===== config.mk =====
export PLATFORM = sky130hd
export DESIGN_NAME = rebucket_keys_flat
export DESIGN_NICKNAME = d
export VERILOG_FILES = /design/src/rtl/bwt_pkg.sv /design/src/rtl/rebucket_keys_if.sv /design/src/rtl/rebucket_keys.sv /design/src/flat_wrapper.sv
export SDC_FILE = /design/constraint.sdc
export NUM_CORES = 1
export LEC_CHECK = 0
export ABC_CLOCK_PERIOD_IN_PS = 26000
export CORE_ASPECT_RATIO = 1.25
export CORE_MARGIN = 2
export CORE_UTILIZATION = 45
export CTS_CLUSTER_DIAMETER = 40
export DETAILED_ROUTE_END_ITERATION = 6
export GPL_ROUTABILITY_DRIVEN = 0
export HOLD_SLACK_MARGIN = 0.02
export PLACE_DENSITY = 0.68
export SYNTH_ARGS = -nofsm -noshare
export SYNTH_HDL_FRONTEND = slang
export SYNTH_SLANG_ARGS = --single-unit
export TNS_END_PERCENT = 30

===== constraint.sdc =====
create_clock -name clk -period 26 [get_ports clk]
set_clock_uncertainty 0.1 [all_clocks]
set_input_delay 5.2 -clock clk [delete_from_list [all_inputs] [get_ports clk]]
set_output_delay 5.2 -clock clk [all_outputs]
set_load 0.05 [all_outputs]

===== src/rtl/bwt_pkg.sv =====
// Shared types and constants for the BWT prefix-doubling sorter stages.
package bwt_pkg;

  typedef logic [7:0] byte_t;

  // One key triple: [2]=string index, [1]=bucket, [0]=offset-bucket.
  typedef byte_t [2:0] key_t;

  localparam int unsigned KEY_IDX = 2;
  localparam int unsigned KEY_B1  = 1;
  localparam int unsigned KEY_B0  = 0;

  typedef enum logic [1:0] {
    IDLE = 2'd0,
    SCAN = 2'd1,
    DONE = 2'd2
  } state_e;

endpackage


===== src/rtl/rebucket_keys_if.sv =====
// Bus between the sorter controller and the rebucketing stage.
interface rebucket_keys_if
  import bwt_pkg::*;
#(
  parameter int unsigned STRING_LEN = 8
);

  logic                          start;
  key_t  [0:STRING_LEN-1]        keys_in;
  byte_t [0:STRING_LEN-1]        buckets_out;
  byte_t                         num_ranks;
  logic                          all_unique;
  logic                          idx_err;
  logic                          done;

  modport master (
    output start, keys_in,
    input  buckets_out, num_ranks, all_unique, idx_err, done
  );

  modport slave (
    input  start, keys_in,
    output buckets_out, num_ranks, all_unique, idx_err, done
  );

endinterface


===== src/rtl/rebucket_keys.sv =====
// Scans a sorted key array one key per cycle and assigns dense bucket ranks.
module rebucket_keys
  import bwt_pkg::*;
#(
  parameter int unsigned STRING_LEN = 8
) (
  input logic             clk,
  input logic             rst,
  rebucket_keys_if.slave  bus
);

  localparam byte_t LEN_B  = byte_t'(STRING_LEN);
  localparam byte_t LAST_B = byte_t'(STRING_LEN - 1);

  state_e                  state_q, state_d;
  byte_t                   counter_q;
  byte_t                   rank_q;
  byte_t                   prev_b1_q, prev_b0_q;
  key_t  [0:STRING_LEN-1]  key_reg_q;
  byte_t [0:STRING_LEN-1]  buckets_q;
  byte_t                   num_ranks_q;
  logic                    all_unique_q;
  logic                    idx_err_q;

  logic  accept;
  key_t  cur_key;
  logic  new_group;
  byte_t rank_n;
  logic  idx_ok;
  logic  last_key;

  assign accept = bus.start && (state_q == IDLE || state_q == DONE);

  // Select the current key and derive its rank and index validity.
  always_comb begin
    cur_key = '0;
    for (int i = 0; i < STRING_LEN; i++) begin
      if (counter_q == byte_t'(i)) cur_key = key_reg_q[i];
    end
    new_group = (counter_q == 8'd0) ||
                ({cur_key[KEY_B1], cur_key[KEY_B0]} != {prev_b1_q, prev_b0_q});
    rank_n    = new_group ? rank_q + 8'd1 : rank_q;
    idx_ok    = cur_key[KEY_IDX] < LEN_B;
    last_key  = counter_q == LAST_B;
  end

  // Next-state logic; illegal encodings fall back to IDLE.
  always_comb begin
    state_d = IDLE;
    unique case (state_q)
      IDLE:    state_d = bus.start ? SCAN : IDLE;
      SCAN:    state_d = last_key ? DONE : SCAN;
      DONE:    state_d = bus.start ? SCAN : DONE;
      default: state_d = IDLE;
    endcase
  end

  // State register.
  always_ff @(posedge clk or posedge rst) begin
    if (rst) state_q <= IDLE;
    else     state_q <= state_d;
  end

  // Datapath: latch keys on accept, then rank one key per edge while scanning.
  always_ff @(posedge clk or posedge rst) begin
    if (rst) begin
      counter_q    <= '0;
      rank_q       <= '0;
      prev_b1_q    <= '0;
      prev_b0_q    <= '0;
      key_reg_q    <= '0;
      buckets_q    <= '0;
      num_ranks_q  <= '0;
      all_unique_q <= 1'b0;
      idx_err_q    <= 1'b0;
    end else if (accept) begin
      key_reg_q    <= bus.keys_in;
      counter_q    <= '0;
      rank_q       <= '0;
      prev_b1_q    <= '0;
      prev_b0_q    <= '0;
      buckets_q    <= '0;
      num_ranks_q  <= '0;
      all_unique_q <= 1'b0;
      idx_err_q    <= 1'b0;
    end else if (state_q == SCAN) begin
      // Duplicate indices: the later key simply overwrites the slot.
      for (int i = 0; i < STRING_LEN; i++) begin
        if (idx_ok && cur_key[KEY_IDX] == byte_t'(i)) buckets_q[i] <= rank_n;
      end
      if (!idx_ok) idx_err_q <= 1'b1;
      rank_q    <= rank_n;
      prev_b1_q <= cur_key[KEY_B1];
      prev_b0_q <= cur_key[KEY_B0];
      counter_q <= counter_q + 8'd1;
      if (last_key) begin
        num_ranks_q  <= rank_n;
        all_unique_q <= rank_n == LEN_B;
      end
    end
  end

  assign bus.buckets_out = buckets_q;
  assign bus.num_ranks   = num_ranks_q;
  assign bus.all_unique  = all_unique_q;
  assign bus.idx_err     = idx_err_q;
  assign bus.done        = state_q == DONE;

endmodule


===== src/flat_wrapper.sv =====
// flat-port wrapper written by rule: the top's interface ports become plain ports
module rebucket_keys_flat import bwt_pkg::*;
#(
  parameter int unsigned STRING_LEN = 8
)
  (clk, rst, bus_start, bus_keys_in, bus_buckets_out, bus_num_ranks, bus_all_unique, bus_idx_err, bus_done);
  rebucket_keys_if #(.STRING_LEN(STRING_LEN)) bus_i ();
  input logic clk;
  input logic rst;
  input wire logic [$bits(bus_i.start)-1:0] bus_start;
  input wire logic [$bits(bus_i.keys_in)-1:0] bus_keys_in;
  output wire logic [$bits(bus_i.buckets_out)-1:0] bus_buckets_out;
  output wire logic [$bits(bus_i.num_ranks)-1:0] bus_num_ranks;
  output wire logic [$bits(bus_i.all_unique)-1:0] bus_all_unique;
  output wire logic [$bits(bus_i.idx_err)-1:0] bus_idx_err;
  output wire logic [$bits(bus_i.done)-1:0] bus_done;
  assign bus_i.start = bus_start;
  assign bus_i.keys_in = bus_keys_in;
  assign bus_buckets_out = bus_i.buckets_out;
  assign bus_num_ranks = bus_i.num_ranks;
  assign bus_all_unique = bus_i.all_unique;
  assign bus_idx_err = bus_i.idx_err;
  assign bus_done = bus_i.done;
  rebucket_keys #(.STRING_LEN(STRING_LEN)) u_core (.clk(clk), .rst(rst), .bus(bus_i));
endmodule

==> flow_metrics.py <==
metrics = {
    "detailed_routing": {
        "wl_met1_um": 18400,
        "wl_met3_um": 2730,
        "via_per_inst": 5.56,
        "wl_um": 43200,
        "detail-route-antenna-nets": 0,
        "drt_iter0_drc": 1117,
        "firstDrtPassIters": 5,
        "top_layer_used": "met4",
        "wl_per_cell_um": 18.5,
        "vias": 13000,
        "drc": 0,
        "routed-wl-met2_um": 20100,
    },
    "timing": {
        "slew_violations": 0,
        "hold_viol_final": 0,
        "fmax_mhz": 130,
        "layout_min_cycle_time_ns": 7.67,
        "worst_slew_pin_slew_ns": 1.25,
        "setup_viol": 0,
        "period_share": 0.295,
        "rsz0062_at_grt": "false",
        "finalSetupTns_ns": 0,
        "whs_ns": 0.363,
        "slew_headroom": 0.164,
    },
    "placed_design": {
        "placed_area_um2": 17300,
        "io_buffers": 269,
        "dp.cells": 2263,
        "hpwl_um": 28900,
    },
    "synthesis": {
        "synth-compound-area-share": 0.159,
        "muxShareOfSynthArea": 0.00669,
        "synth.area.top_cells": "dfrtp_1 52%, nand2_1 16%, a211oi_1 3.2%",
        "yosysWarnings": 0,
        "synth.cell_area_um2": 14400,
        "synthAdderAreaFrac": 0.00435,
        "synth_xor_area_frac": 0.00661,
        "syn_inst": 1681,
        "synth.most_common_cell": "nand2_1",
        "synth_edf_count": 0,
        "yosys.area.top_type": "dfrtp_1",
        "synth_top_area_share": 0.522,
        "synth-seq-cells": 300,
        "synth_common_cells": "629 x nand2_1, 300 x dfrtp_1, 82 x nor2_1",
        "synth-simple-area-share": 0.258,
        "seq_area_frac_synth": 0.522,
        "synth_ff_type": "dfrtp_1",
        "async_reset_ff_frac": 1.00,
        "ys_types": 79,
        "synth_area_per_cell_um2": 8.56,
        "synth_top_family_by_area": "simple AND/OR/NAND/NOR gates",
        "synth_fp_nets": 1881,
    },
    "pwr": {
        "p_switching_uw": 1150,
        "clkPwrFrac": 0.210,
        "p_seq_frac": 0.313,
        "p_int_uw": 1440,
        "netSwitchingFraction": 0.446,
        "powerDensity_nw_per_um2": 139,
        "report.power.total_uw": 2590,
        "p_comb_frac": 0.477,
        "power_leakage_uw": 0.00843,
        "peakVddDrop_uv": 80.9,
    },
    "clock_tree": {
        "cts_made_buffers": 39,
        "postCtsHoldBufs": 0,
        "cts_buffer_depth": 3,
        "clock-sinks": 300,
        "clock-root-buffer": "clkbuf_16",
        "htreeDepth": 2,
        "cts_tree": "built",
        "cts_setup_buffers": 0,
        "cts_resized": 0,
        "clkTransAtPathRegs_ns": 0.06,
        "clkLatencyLatePin_ns": 0.52,
    },
    "floorplanning": {
        "die_area_um2": 33400,
        "fp.dieH_um": 204,
        "die_w_um": 164,
        "start_util": 0.454,
        "ioPinCount": 270,
        "row_count": 73,
        "core-area_um2": 31700,
    },
    "global_routing": {
        "track_usage": 0.258,
        "grt_max_degree": 250,
        "grt_overflow": 0,
        "antenna_found_initial": 0,
        "first_global_vias": 12600,
        "grt_pass1_wl_um": 67500,
    },
    "worst_setup_path": {
        "r2r-end": "u_core.bus.buckets_out[25]$_DFFE_PP0P_",
        "crit_type": "in -> reg",
        "worstPathArrival_ns": 7.98,
        "r2r.worst_path.cells": 13,
        "reg2reg_slack_ns": 20.66,
        "crit_path_max_fanout": 107,
        "cp-end-kind": "flip-flop",
        "worstPathRequired_ns": 26.31,
        "worstSetupStartpointType": "input port",
        "r2r_start": "u_core.counter_q[0]$_DFFE_PP0P_",
    },
    "worst_hold_path": {
        "min_delay_path_depth": 2,
        "holdPathEnd": "u_core.key_reg_q[25]$_DFFE_PP0P_",
        "min_path_type": "reg -> reg",
        "hp-start": "u_core.key_reg_q[25]$_DFFE_PP0P_",
    },
    "layout": {
        "num-nets-final": 2092,
        "fin_cells": 2331,
        "multiInputGateArea_um2": 6280,
        "areaGrowthSynthToFinish_pct": 29.4,
        "drive_above_1_share": 0.0578,
        "final_area_um2": 18600,
        "fill_cells": 2795,
        "diodes": 0,
        "ff_latch_area_um2": 7510,
    },
    "flow_run": {
        "maxCapViolations": 0,
    },
    "run_status": {
        "outcome": "finished, final reports clean",
    },
}
## area by class of cell
cell class              count  share of cell area
clock inverters            20              0.0117
inverters                  34             0.00725
flip-flops and latches    300               0.403
repair buffers            289               0.154
well taps                 412              0.0277
multi-input cells        1228               0.337
clock buffers              48              0.0592
## layer usage
metal	GRT usage	vias to the layer above
li1	-	6110
met1	0.344	6188
met2	0.415	548
met3	0.0384	114
met4	0.118	0
met5	0	-
## sequential cells by signal, indices dropped and copies added, names as in the netlist
name and count:
u_core.key_reg_q 192, u_core.bus.buckets_out 64, u_core.bus.num_ranks 8, u_core.counter_q 8, u_core.prev_b0_q 8, u_core.prev_b1_q 8
u_core.rank_q 8, u_core.state_q 2, u_core.bus.all_unique 1, u_core.bus.idx_err 1
## power groups by stage
stage,sequential (uW),combinational [uW],clock (uW)
detailed placement,813,1220,0
floorplan,901,748,0
global placement,807,1200,0
CTS,808,1230,550
finish,811,1240,544
global route,832,1350,568
## through the flow
stage / utilization / worst slack [ns]
final: 0.588 / 18.33
after global routing: 0.588 / 18.14
after CTS: 0.588 / 18.40
after detailed placement: 0.546 / 17.88
after global placement: 0.546 / 17.93
after floorplan: - / 12.41
## worst max-delay path by stage
stage	slack (ns)	end	depth (start not counted)	startpoint
6_report	18.33	u_core.counter_q[6]$_DFFE_PP0P_	5	bus_start
5_1_grt	18.14	u_core.bus.num_ranks[3]$_DFFE_PP0P_	5	bus_start
4_1_cts	18.40	u_core.counter_q[6]$_DFFE_PP0P_	5	bus_start
3_5_place_dp	17.88	u_core.counter_q[6]$_DFFE_PP0P_	5	bus_start
3_3_place_gp	17.93	u_core.counter_q[6]$_DFFE_PP0P_	5	bus_start
2_1_floorplan	12.41	u_core.bus.all_unique$_DFFE_PP0P_	1	rst
## critical path, cell delays in order
cell and delay, ns:
clkdlybuf4s50_1 0.49, nand2b_4 0.71, buf_4 0.97, o311ai_0 0.33, o41ai_1 0.12
## logic make-up after synthesis
kind of cell	count (synthesis)
compound gates	334
xor+xnor	10
fa+ha+maj	5
buf+inv	153
flops	300
mux	7
simple gates	872
## cell usage in the layout, fill, tap and decap left out, types with 18 or more instances in the layout
cell type,instances
a211oi_1,61
a21oi_1,59
nand2b_1,22
nand2_1,629
inv_1,32
nand3_1,20
o21ai_0,70
clkdlybuf4s50_1,269
buf_4,18
nor2_1,81
dfrtp_1,300
nor2b_1,26
o211ai_1,18
clkbuf_16,41
No activity file was read; power rests on OpenSTA's default activity.
